[src/rtl/combo_logic_sweep_ctrl_pkg.sv]
// Shared types and sizes for the combinational-logic sweep controller.
// Each vector index is {A,B,C}, with A as the most significant bit.
package combo_sweep_pkg;
  localparam int N_VEC = 8;
  localparam int VEC_W = 3;

  typedef logic [VEC_W-1:0] vec_t;

  typedef enum logic [1:0] {
    IDLE   = 2'd0,
    SETTLE = 2'd1,
    SAMPLE = 2'd2,
    DONE   = 2'd3
  } state_t;
endpackage

[src/rtl/combo_logic_sweep_ctrl_if.sv]
// Bundle between the sweep controller (master) and the host/datapath side
// (slave): stimulus to the datapath, F back from it, and sweep results.
interface combo_sweep_if;
  import combo_sweep_pkg::*;

  logic               start;
  logic               F;
  logic               A;
  logic               B;
  logic               C;
  logic               busy;
  logic               done;
  logic               pass;
  logic [N_VEC-1:0]   truth_table;
  vec_t               fail_index;
  logic [3:0]         fail_count;

  modport master (
    input  start, F,
    output A, B, C, busy, done, pass, truth_table, fail_index, fail_count
  );

  modport slave (
    output start, F,
    input  A, B, C, busy, done, pass, truth_table, fail_index, fail_count
  );
endinterface

[src/rtl/combo_logic_sweep_ctrl_settle_timer.sv]
// Per-vector settle counter. It counts while enabled and flags the last
// settle cycle. A setting of 0 cycles behaves like 1.
module settle_timer #(
  parameter int SETTLE_CYCLES = 5
) (
  input  logic clk,
  input  logic rst_n,
  input  logic clear,
  input  logic en,
  output logic expire
);
  localparam int EFF = (SETTLE_CYCLES < 1) ? 1 : SETTLE_CYCLES;
  localparam int CW  = $clog2(EFF + 1);

  logic [CW-1:0] count_reg;

  always_ff @(posedge clk or negedge rst_n) begin
    if (!rst_n) begin
      count_reg <= '0;
    end else if (clear) begin
      count_reg <= '0;
    end else if (en) begin
      count_reg <= count_reg + CW'(1);
    end
  end

  assign expire = en && (count_reg == CW'(EFF - 1));
endmodule

[src/rtl/combo_logic_sweep_ctrl.sv]
// Built-in self-test sequencer: it walks {A,B,C} through 000..111, samples
// F at the end of each settle window, and grades the measured truth table.
module combo_logic_sweep_ctrl
  import combo_sweep_pkg::*;
#(
  parameter int               SETTLE_CYCLES = 5,
  parameter logic [N_VEC-1:0] EXPECTED      = 8'hE8
) (
  input  logic          clk,
  input  logic          rst_n,
  combo_sweep_if.master bus
);
  state_t           state_reg, state_next;
  vec_t             vec_reg, vec_next;
  logic [N_VEC-1:0] tt_reg, tt_next;
  vec_t             fidx_reg, fidx_next;
  logic [3:0]       fcnt_reg, fcnt_next;
  logic             expire;
  logic             mismatch;

  settle_timer #(.SETTLE_CYCLES(SETTLE_CYCLES)) u_timer (
    .clk    (clk),
    .rst_n  (rst_n),
    .clear  (state_reg != SETTLE),
    .en     (state_reg == SETTLE),
    .expire (expire)
  );

  assign mismatch = (bus.F != EXPECTED[vec_reg]);

  always_ff @(posedge clk or negedge rst_n) begin
    if (!rst_n) begin
      state_reg <= IDLE;
      vec_reg   <= '0;
      tt_reg    <= '0;
      fidx_reg  <= '0;
      fcnt_reg  <= '0;
    end else begin
      state_reg <= state_next;
      vec_reg   <= vec_next;
      tt_reg    <= tt_next;
      fidx_reg  <= fidx_next;
      fcnt_reg  <= fcnt_next;
    end
  end

  always_comb begin
    state_next = state_reg;
    vec_next   = vec_reg;
    tt_next    = tt_reg;
    fidx_next  = fidx_reg;
    fcnt_next  = fcnt_reg;
    case (state_reg)
      IDLE, DONE: begin
        if (bus.start) begin
          state_next = SETTLE;
          vec_next   = '0;
          tt_next    = '0;
          fidx_next  = '0;
          fcnt_next  = '0;
        end
      end
      SETTLE: begin
        if (expire) state_next = SAMPLE;
      end
      SAMPLE: begin
        tt_next[vec_reg] = bus.F;
        if (mismatch) begin
          // Only the first mismatch is recorded, so the lowest index wins.
          if (fcnt_reg == 4'd0) fidx_next = vec_reg;
          if (fcnt_reg != 4'(N_VEC)) fcnt_next = fcnt_reg + 4'd1;
        end
        if (vec_reg == vec_t'(N_VEC - 1)) begin
          state_next = DONE;
          vec_next   = '0;
        end else begin
          state_next = SETTLE;
          vec_next   = vec_reg + vec_t'(1);
        end
      end
      default: state_next = IDLE;
    endcase
  end

  assign bus.A           = vec_reg[2];
  assign bus.B           = vec_reg[1];
  assign bus.C           = vec_reg[0];
  assign bus.busy        = (state_reg == SETTLE) || (state_reg == SAMPLE);
  assign bus.done        = (state_reg == DONE);
  assign bus.pass        = (state_reg == DONE) && (fcnt_reg == 4'd0);
  assign bus.truth_table = tt_reg;
  assign bus.fail_index  = fidx_reg;
  assign bus.fail_count  = fcnt_reg;
endmodule
[src/flat_wrapper.sv]
// flat-port wrapper written by rule: the top's interface ports become plain ports
module combo_logic_sweep_ctrl_flat import combo_sweep_pkg::*;
#(
  parameter int               SETTLE_CYCLES = 5,
  parameter logic [N_VEC-1:0] EXPECTED      = 8'hE8
)
  (clk, rst_n, bus_start, bus_F, bus_A, bus_B, bus_C, bus_busy, bus_done, bus_pass, bus_truth_table, bus_fail_index, bus_fail_count);
  combo_sweep_if bus_i ();
  input  logic clk;
  input  logic rst_n;
  input wire logic [$bits(bus_i.start)-1:0] bus_start;
  input wire logic [$bits(bus_i.F)-1:0] bus_F;
  output wire logic [$bits(bus_i.A)-1:0] bus_A;
  output wire logic [$bits(bus_i.B)-1:0] bus_B;
  output wire logic [$bits(bus_i.C)-1:0] bus_C;
  output wire logic [$bits(bus_i.busy)-1:0] bus_busy;
  output wire logic [$bits(bus_i.done)-1:0] bus_done;
  output wire logic [$bits(bus_i.pass)-1:0] bus_pass;
  output wire logic [$bits(bus_i.truth_table)-1:0] bus_truth_table;
  output wire logic [$bits(bus_i.fail_index)-1:0] bus_fail_index;
  output wire logic [$bits(bus_i.fail_count)-1:0] bus_fail_count;
  assign bus_i.start = bus_start;
  assign bus_i.F = bus_F;
  assign bus_A = bus_i.A;
  assign bus_B = bus_i.B;
  assign bus_C = bus_i.C;
  assign bus_busy = bus_i.busy;
  assign bus_done = bus_i.done;
  assign bus_pass = bus_i.pass;
  assign bus_truth_table = bus_i.truth_table;
  assign bus_fail_index = bus_i.fail_index;
  assign bus_fail_count = bus_i.fail_count;
  combo_logic_sweep_ctrl #(.SETTLE_CYCLES(SETTLE_CYCLES), .EXPECTED(EXPECTED)) u_core (.clk(clk), .rst_n(rst_n), .bus(bus_i));
endmodule
[config.mk]
export PLATFORM = sky130hd
export DESIGN_NAME = combo_logic_sweep_ctrl_flat
export DESIGN_NICKNAME = d
export VERILOG_FILES = /design/src/rtl/combo_logic_sweep_ctrl_pkg.sv /design/src/rtl/combo_logic_sweep_ctrl_if.sv /design/src/rtl/combo_logic_sweep_ctrl_settle_timer.sv /design/src/rtl/combo_logic_sweep_ctrl.sv /design/src/flat_wrapper.sv
export SDC_FILE = /design/constraint.sdc
export NUM_CORES = 1
export LEC_CHECK = 0
export ABC_AREA = 1
export CORE_ASPECT_RATIO = 0.7
export CORE_MARGIN = 3
export CORE_UTILIZATION = 61
export DETAILED_ROUTE_END_ITERATION = 8
export DONT_BUFFER_PORTS = 1
export PLACE_DENSITY = 0.81
export SETUP_SLACK_MARGIN = 0.05
export SYNTH_ARGS = -nofsm -noshare
export SYNTH_HDL_FRONTEND = slang
export SYNTH_SLANG_ARGS = --single-unit
[constraint.sdc]
create_clock -name clk -period 1.9 [get_ports clk]
set_input_delay 0.38 -clock clk [delete_from_list [all_inputs] [get_ports clk]]
set_output_delay 0.38 -clock clk [all_outputs]
set_load 0.02 [all_outputs]
Word level (Yosys, flattened, before mapping)
Memory sizes are Yosys's and may differ from the RTL's.
Index checks and enable logic that the tools add are counted.
{"block": "word_totals", "reg_bits": 23, "latchBits": 0, "mem_bits_rw": 0, "rom_bits": 8, "inputBits": 4, "output_inout_bits": 21, "wordCells": 60, "memories": 1}
{"block": "classes", "n_addsub": 3, "multipliers": 0, "div": 0, "magnitude_cmp": 2, "n_eq_ne": 13, "shift": 0, "n_mux": 22, "bitwise": 0, "n_reduce_logical": 13}
{"memory": "(no name shown)", "depth": 8, "width": 1, "read_ports": 1, "rd_clocked_by_memory_dff": 0, "write_ports": 0, "line": "combo_logic_sweep_ctrl.sv:29", "rtl": "assign mismatch = (bus.F != EXPECTED[vec_reg]);"}
{"operator": "$mux 3", "n": 6}
{"operator": "$pmux 8 s2", "n": 1}
{"operator": "$mux 4", "n": 3}
{"operator": "$pmux 3 s2", "n": 2}
{"operator": "$ne 2x1->1 const B", "n": 5}
{"operator": "$bwmux 8", "n": 1}
{"operator": "$mux 8", "n": 1}
{"operator": "$pmux 4 s2", "n": 1}
{"operator": "$reduce_and 4->1", "n": 2}
{"operator": "$add 3x1->3 const B", "n": 2}
{"operator": "$eq 3x3->1 const B", "n": 2}
{"operator": "$mux 2", "n": 3}
{"operator": "$pmux 2 s3", "n": 1}
{"operator": "$add 4x1->4 const B", "n": 1}
{"operator": "$eq 2x2->1 const B", "n": 2}
{"operator": "$logic_not 4->1", "n": 1}
{"operator": "$lt 3x4->1 const B", "n": 1}
{"operator": "$ne 4x4->1 const B", "n": 1}
{"operator": "$reduce_and 2->1", "n": 2}
{"operator": "$reduce_bool 2->1", "n": 2}
{"operator": "$demux 1 s3", "n": 1}
{"operator": "$ge 3x1->1 const B", "n": 1}
{"operator": "$logic_and 1x1->1", "n": 3}
{"operator": "$eq 2x1->1 const B", "n": 1}
{"operator": "other kinds (6)", "n": 7}

Depth between registers and ports, before layout
Gate-level depths: netlist of run 1.
{"block": "logic_depth", "ltp_word": 6, "mapped_depth": 9, "ltp_nobuf": 9}

By module
From an unflattened synthesis of run 1, not the netlist that was laid out.
{"block": "unflattened", "cells_unflattened": 173, "area_unflattened_um2": 1427.6}
{"module": "combo_logic_sweep_ctrl", "n_inst": 1, "cells_each": 152, "area_per_inst_um2": 1258.7, "seq_area_each_um2": 500.5}
{"module": "settle_timer", "n_inst": 1, "cells_each": 21, "area_per_inst_um2": 168.9, "seq_area_each_um2": 75.1}

Worst setup path after synthesis of run 1
No wires, ideal clock.
{"block": "synth_timing", "path_type": "reg2reg", "start": "register u_core.state_reg[0]", "end": "register u_core.fidx_reg[0], in the netlist u_core.bus.fail_index[0]", "setup_ns": 0.117, "t_arrival_ns": 1.396, "required_ns": 1.783, "setup_slack_ns": 0.387, "path_stages_with_launch": 10, "path_buffers": 0, "synth_period_minus_slack_ns": 1.513, "cell_sequence": "dfrtp_1 inv_1 ha_1 inv_1 nand2_2 nand2_4 a21oi_2 nand2_2 nand2_1 nand2_1"}
{"block": "synth_between", "elab_chain_cells": 4, "elab_cells_between_ends": 10, "classes_between": "5 x eq/ne; 1 x mux; 4 x reduce/logical"}
{"item": "start: declaration", "line": "combo_logic_sweep_ctrl.sv:13", "rtl": "state_t state_reg, state_next;"}
{"item": "start signal: assignment", "line": "combo_logic_sweep_ctrl.sv:39", "rtl": "state_reg <= state_next;"}
{"item": "$eq 2x2->1 / $logic_not 2->1 (equally long branches)", "line": "combo_logic_sweep_ctrl.sv:53", "rtl": "case (state_reg)"}
{"item": "$reduce_or 2->1", "line": "combo_logic_sweep_ctrl.sv:53"}
{"item": "$ne 2x2->1 (no line) / $reduce_bool 2->1 (equally long branches)"}
{"item": "$reduce_and 4->1 (no line)"}
{"item": "end signal: assignment", "line": "combo_logic_sweep_ctrl.sv:42", "rtl": "fidx_reg <= fidx_next;"}
{"item": "end: declaration", "line": "combo_logic_sweep_ctrl.sv:16", "rtl": "vec_t fidx_reg, fidx_next;"}
Several ways; a longest one is shown, not always the timed one.
A chain may end at the register's enable or synchronous reset.

Worst setup path in the final report of run 1
{"block": "layout_timing", "start": "register u_core.fcnt_reg[1], in the netlist u_core.bus.fail_count[1]", "end": "output bus_pass"}
{"block": "layout_between", "elab_chain_cells": 2}
{"item": "start: declaration", "line": "combo_logic_sweep_ctrl.sv:17", "rtl": "logic [3:0] fcnt_reg, fcnt_next;"}
{"item": "start signal: assignment", "line": "combo_logic_sweep_ctrl.sv:43", "rtl": "fcnt_reg <= fcnt_next;"}
{"item": "$logic_not 4->1", "line": "combo_logic_sweep_ctrl.sv:90", "rtl": "assign bus.pass = (state_reg == DONE) && (fcnt_reg == 4'd0);"}
{"item": "$logic_and 1x1->1", "line": "combo_logic_sweep_ctrl.sv:90"}
{"item": "end: declaration", "line": "flat_wrapper.sv:18", "rtl": "output wire logic [$bits(bus_i.pass)-1:0] bus_pass;"}
No other way between the ends.

==> results.toml, run 1 <==
[placement]
pre_cts_slack_ns = 0.181
dpl_cell_area_sq_um = 1410
dp_hpwl_mm = 2.13
io_buffers = 0
place_inst = 198
gp_congestion = 0.799

[drt]
vias = 1105
dr.first_iter.drc_count = 117
ant_nets = 0
drc = 0
routed_wl_mm = 2.91
post_drt_wl_per_cell_um = 14.4
via_per_inst = 5.44
detail_route.first_pass.iterations = 4

[finish]
syn_to_final_growth_pct = 7.10
fin_cells = 203
stdcell_area_sq_um = 1450
largest_register_ff_count = 8
layout_common_cells = "nand2_1, inv_1, dfrtp_1, nand3_1, ha_1"
layout_commonest_cell = "nand2_1"
nets = 189
antenna_cells = 0
drive_gt1_share_pct = 13.9

[timing]
layout_setup_ws_ns = 0.0596
fin_tns_setup_ns = 0
slew-limit-headroom_pct = 30.6
tightest_slew_ns = 1.04
max_freq_ghz = 0.543
period_share_pct = 96.9
rsz0062_at_grt = "yes"
finalSetupViolations = 0
finalCriticalPeriod_ns = 1.84
fin_skew_ns = 0.00590
hold_viol_final = 0
drv_slew = 0

[worst_hold_path]
holdPathStages = 2
hp-class = "in2reg"

[clocking]
cts_max_level = 1
numCtsBuffers = 3
postCtsSetupRepairBufs = 0
worst_skew_pair.late_latency_ns = 0.33
numClockSinks = 23
cts_max_path_buffers = 2
cts-root-buf = "clkbuf_4"
cts_tree = "built"
clk_pin_slew_ns = 0.12

[critical_path]
required_ns = 1.52
critical_path_class = "reg2out"
path_cells = "inv_1 -> ha_1 -> nand2_1 -> nor2_2"
slowest_delay_ns = 0.52
r2r_cells = 7
cp-end-kind = "output pin"
cpMaxStageDelayCell = "dfrtp_1"
cp.arrival_ns = 1.46
cp-start-kind = "register"
cp_max_fo = 5

[run]
cap_viol_max_count = 0

[floorplan]
rows = 13
die_area_sq_um = 2840
core-area_sq_um = 1980
start_util_pct = 68.4
pin_count = 25
die-width_um = 62.4
die_h_um = 45.5

[synthesis]
synth_seq_cells = 23
yosysUniqueCellTypes = 22
syn-cell-area_sq_um = 1360
yosys_warnings = 0
syn_inst = 166
syn_area_per_cell_sq_um = 8.18
syn_nets = 181
synth.yosys.seq_area_share_pct = 42.4

[power]
p_switching_w = 0.000907
combPwrFrac_pct = 49.7
pwr-share-seq_pct = 37.7
p_per_area_nw_per_um2 = 1280
p_leak_nw = 0.766
sw_frac_of_total_pct = 48.8
irDropWorstVdd_mv = 0.769
total_power_w = 0.00186
internal_power_w = 0.000953
clockPowerShare_pct = 12.7

[global_routing]
grt_antenna_before_repair = 0
grt_use_total_pct = 22.0
grt-ovfl-total = 0
grt_max_degree = 24
grt_pass1_wl_mm = 4.64
first_global_vias = 1009

[outcome]
status = "finished, final reports clean"
==> synthesized netlist by cell type <==
library cell	number	area (sq um)
inv_1	31	116
clkbuf_8	1	13.8
o21ai_0	5	25.0
buf_2	1	5.00
nand2_4	2	22.5
nor3_1	3	15.0
o31ai_1	1	7.51
dfrtp_1	23	576
nand4_1	1	6.26
nand2_1	35	131
nand3_4	1	17.5
nand2_2	3	18.8
xnor2_1	2	17.5
ha_1	11	138
a21oi_2	1	8.76
o22ai_1	7	43.8
nor2_4	1	11.3
inv_2	1	3.75
nand3_1	18	90.1
nor2_1	8	30.0
a21oi_1	8	40.0
nand3_2	2	20.0
==> timing repair <==
item / CTS / global route
endpoints found under the hold margin: 23 / 0
resized for setup: 1 / 4
hold buffers: 1 / 0
setup endpoints to repair: 1 / 11
==> final cells by class <==
cell class              count  area (sq um)
multi-input cells         109           651
flip-flops and latches     23           578
fillers                   153           531
inverters                  32           120
repair buffers              5          40.0
well taps                  30          37.5
clock buffers               3          22.5
clock inverters             1          5.00
==> kinds of logic after synthesis <==
family / synth area share (%)
buf+inv: 10.2
simple gates: 26.7
fa+ha+maj: 10.1
flops: 42.4
compound gates: 9.22
xor+xnor: 1.29
==> metal layers <==
layer / wire (um) / share of wire, % / track usage [%] / vias to the layer above
met2: 1340 / 46 / 36.5 / 57
met5: 0 / 0 / 0 / -
li1: - / - / - / 544
met3: 267 / 9.2 / 6.91 / 5
met4: 42 / 1.4 / 9.65 / 0
met1: 1260 / 43 / 27.2 / 499
==> stage by stage <==
step,util [%],hold WS (ns)
2_1_floorplan,-,0.0844
6_report,73.3,0.214
5_1_grt,73.3,0.214
4_1_cts,72.9,0.214
3_5_place_dp,70.9,0.0850
3_3_place_gp,70.9,0.0849
==> power groups by stage <==
stage / sequential, W / clock (W) / combinational [W]
after floorplan: 0.000693 / 0 / 0.000687
after global routing: 0.000712 / 0.000265 / 0.00102
after detailed placement: 0.000705 / 0 / 0.000885
final: 0.000701 / 0.000235 / 0.000924
after global placement: 0.000696 / 0 / 0.000832
after CTS: 0.000694 / 0.000243 / 0.000909
==> worst max-delay path, delay by kind of cell (launching register included) <==
kind                       cells  cell delay (ns)
DFF                            1             0.52
and+or+nand+nor                2             0.36
adders and majority gates      1             0.17
buffers and inverters          1             0.10
==> path summary, 6_finish.rpt <==
check                                                            from                               endpoint  slack (ns)
min in group asynchronous                                       rst_n        u_core.state_reg[1]$_DFFE_PN0P_        0.67
worst min-delay path                                            bus_F  u_core.bus.truth_table[7]$_DFFE_PN0P_        0.21
max in group asynchronous                                       rst_n   u_core.bus.fail_count[0]$_DFFE_PN0P_        0.54
worst max register to register        u_core.state_reg[0]$_DFFE_PN0P_          u_core.vec_reg[0]$_DFFE_PN0P_        0.20
worst max-delay path             u_core.bus.fail_count[1]$_DFFE_PN0P_                               bus_pass        0.06
worst min register to register  u_core.u_timer.count_reg[0]$_DFF_PN0_  u_core.u_timer.count_reg[0]$_DFF_PN0_        0.49
No activity file was read; power rests on OpenSTA's default activity.
==> run 2: changes to the inputs <==
- CORE_UTILIZATION: 61 -> 64
- PLACE_DENSITY: 0.81 -> 0.84
- clock period: 1.9 -> 2.2 ns (I/O delays scaled with it)
==> run 2 against run 1 <==
Against the previous run:
- global-route usage is 1.8 points higher
- die area is 4.2% lower
- hold slack better by 0.054 ns
- sequential power shrank 13%
- sequential share of layout area grew 0.81 points
- flip-flop and latch count is the same
- critical path depth is the same
- worst setup slack improved by 0.12 ns
- clock power fell by 14%
- cell count down 4.9%
- routed wire length shrank 2.0%
- largest cell class unchanged
==> results.toml, run 2 (synthesized netlist as in run 1, its figures left out) <==
[outcome]
status = "finished, final reports clean"

[critical_path]
crit_start = "u_core.bus.fail_count[0]$_DFFE_PN0P_"
required_ns = 1.76
r2r-start = "u_core.state_reg[0]$_DFFE_PN0P_"
cp-end-kind = "output pin"
cp-start-kind = "register"
cp_max_fo = 6
critical_path_class = "reg2out"
cp.arrival_ns = 1.58

[placement]
gp_congestion = 0.792
pre_cts_slack_ns = 0.462
io_buffers = 0
dp_hpwl_mm = 2.09

[global_routing]
first_global_vias = 1103
grt_pass1_wl_mm = 4.82
met2_usage_pct = 38.0
grt-busiest-layer = "met2"
grt_max_degree = 24
met3_usage_pct = 8.16
grt-ovfl-total = 0
grt.met1_usage_pct = 30.9
grt_use_total_pct = 23.8
grt_antenna_before_repair = 0

[drt]
via_per_inst = 5.68
ant_nets = 0
dr.first_iter.drc_count = 53
detail_route.first_pass.iterations = 4
vias = 1096
routed_wl_mm = 2.86
drc = 0
post_drt_wl_per_cell_um = 14.8

[power]
p_per_area_nw_per_um2 = 1090
p_leak_nw = 0.760
combPwrFrac_pct = 47.2
sw_frac_of_total_pct = 48.5
p_switching_w = 0.000748
clockPowerShare_pct = 13.1
irDropWorstVdd_mv = 0.561
pwr-share-seq_pct = 39.6
internal_power_w = 0.000796

[clocking]
cts-hold-fix-buffers = 1
clk_pin_slew_ns = 0.14
numCtsBuffers = 3
cts_tree = "built"
cts_max_path_buffers = 2
numClockSinks = 23
cts_max_level = 1
cts_resized = 0
cts-root-buf = "clkbuf_4"
worst_skew_pair.late_latency_ns = 0.32
postCtsSetupRepairBufs = 0

[timing]
drv_slew = 0
finalSetupViolations = 0
layout_setup_ws_ns = 0.185
period_share_pct = 91.6
finalCriticalPeriod_ns = 2.02
whs_ns = 0.269
fin_skew_ns = 0.0124
hold_viol_final = 0
rsz0062_at_grt = "no"
max_freq_ghz = 0.496
fin_tns_setup_ns = 0
tightest_slew_ns = 0.979
slew-limit-headroom_pct = 34.5

[floorplan]
core-area_sq_um = 1940
die_area_sq_um = 2720
rows = 13
start_util_pct = 70.1
die-width_um = 61.0
die_h_um = 44.5
pin_count = 25

[worst_hold_path]
hp-class = "in2reg"
min_from = "bus_F"

[finish]
syn_to_final_growth_pct = 4.52
layout_common_cells = "nand2_1, inv_1, dfrtp_1, nand3_1, ha_1"
layout_commonest_cell = "nand2_1"
drive_gt1_share_pct = 9.94
antenna_cells = 0
nets = 187
largest_register_ff_count = 8

[run]
cap_viol_max_count = 0
run 2: cell count changes in the layout (fill, tap and decap cells not counted), sizes merged:
cell | before | now
buf | 4 | 2
run 2: power groups by stage:
stage          clock network (W)  registers, W  logic (W)
6_report                0.000203      0.000612   0.000729
5_1_grt                 0.000221      0.000622   0.000823
4_1_cts                 0.000205      0.000610   0.000729
3_5_place_dp                   0      0.000618   0.000710
3_3_place_gp                   0      0.000611   0.000678
2_1_floorplan                  0      0.000599   0.000593
run 2: area by class of cell:
type                    instances  area [sq um]
multi-input cells             109           643
flip-flops and latches         23           576
fillers                       150           517
inverters                      32           120
well taps                      22          27.5
repair buffers                  3          25.0
clock buffers                   3          22.5
clock inverters                 1          5.00
run 2: metrics by stage:
step | total power [W] | cell area [sq um] | utilization, % | std cells
after floorplan | 0.00119 | 1360 | - | 166
after CTS | 0.00154 | 1420 | 73.3 | 193
after global placement | 0.00129 | 1380 | 71.4 | 188
after detailed placement | 0.00133 | 1380 | 71.4 | 188
after global routing | 0.00167 | 1420 | 73.3 | 193
final | 0.00154 | 1420 | 73.3 | 193
run 2: routing by layer:
layer | share of wire (%) | vias up
li1 | - | 541
met1 | 45 | 503
met2 | 46 | 48
met3 | 7.7 | 4
met4 | 0.70 | 0
met5 | 0 | -
run 2: final timing paths:
path	slack, ns	depth (start not counted)	to
setup / recovery	0.18	4	bus_pass
hold / removal	0.27	2	u_core.bus.truth_table[7]$_DFFE_PN0P_
hold reg to reg	0.48	1	u_core.u_timer.count_reg[0]$_DFF_PN0_
max in group asynchronous	0.89	1	u_core.bus.truth_table[0]$_DFFE_PN0P_
min in group asynchronous	0.71	1	u_core.u_timer.count_reg[1]$_DFF_PN0_
setup reg to reg	0.42	8	u_core.bus.fail_count[1]$_DFFE_PN0P_
run 2: critical path, stage by stage, from the launching register on:
cell and delay, ns:
dfrtp_1 0.54, inv_1 0.10, ha_1 0.18, nand2_1 0.10
nor2_1 0.32
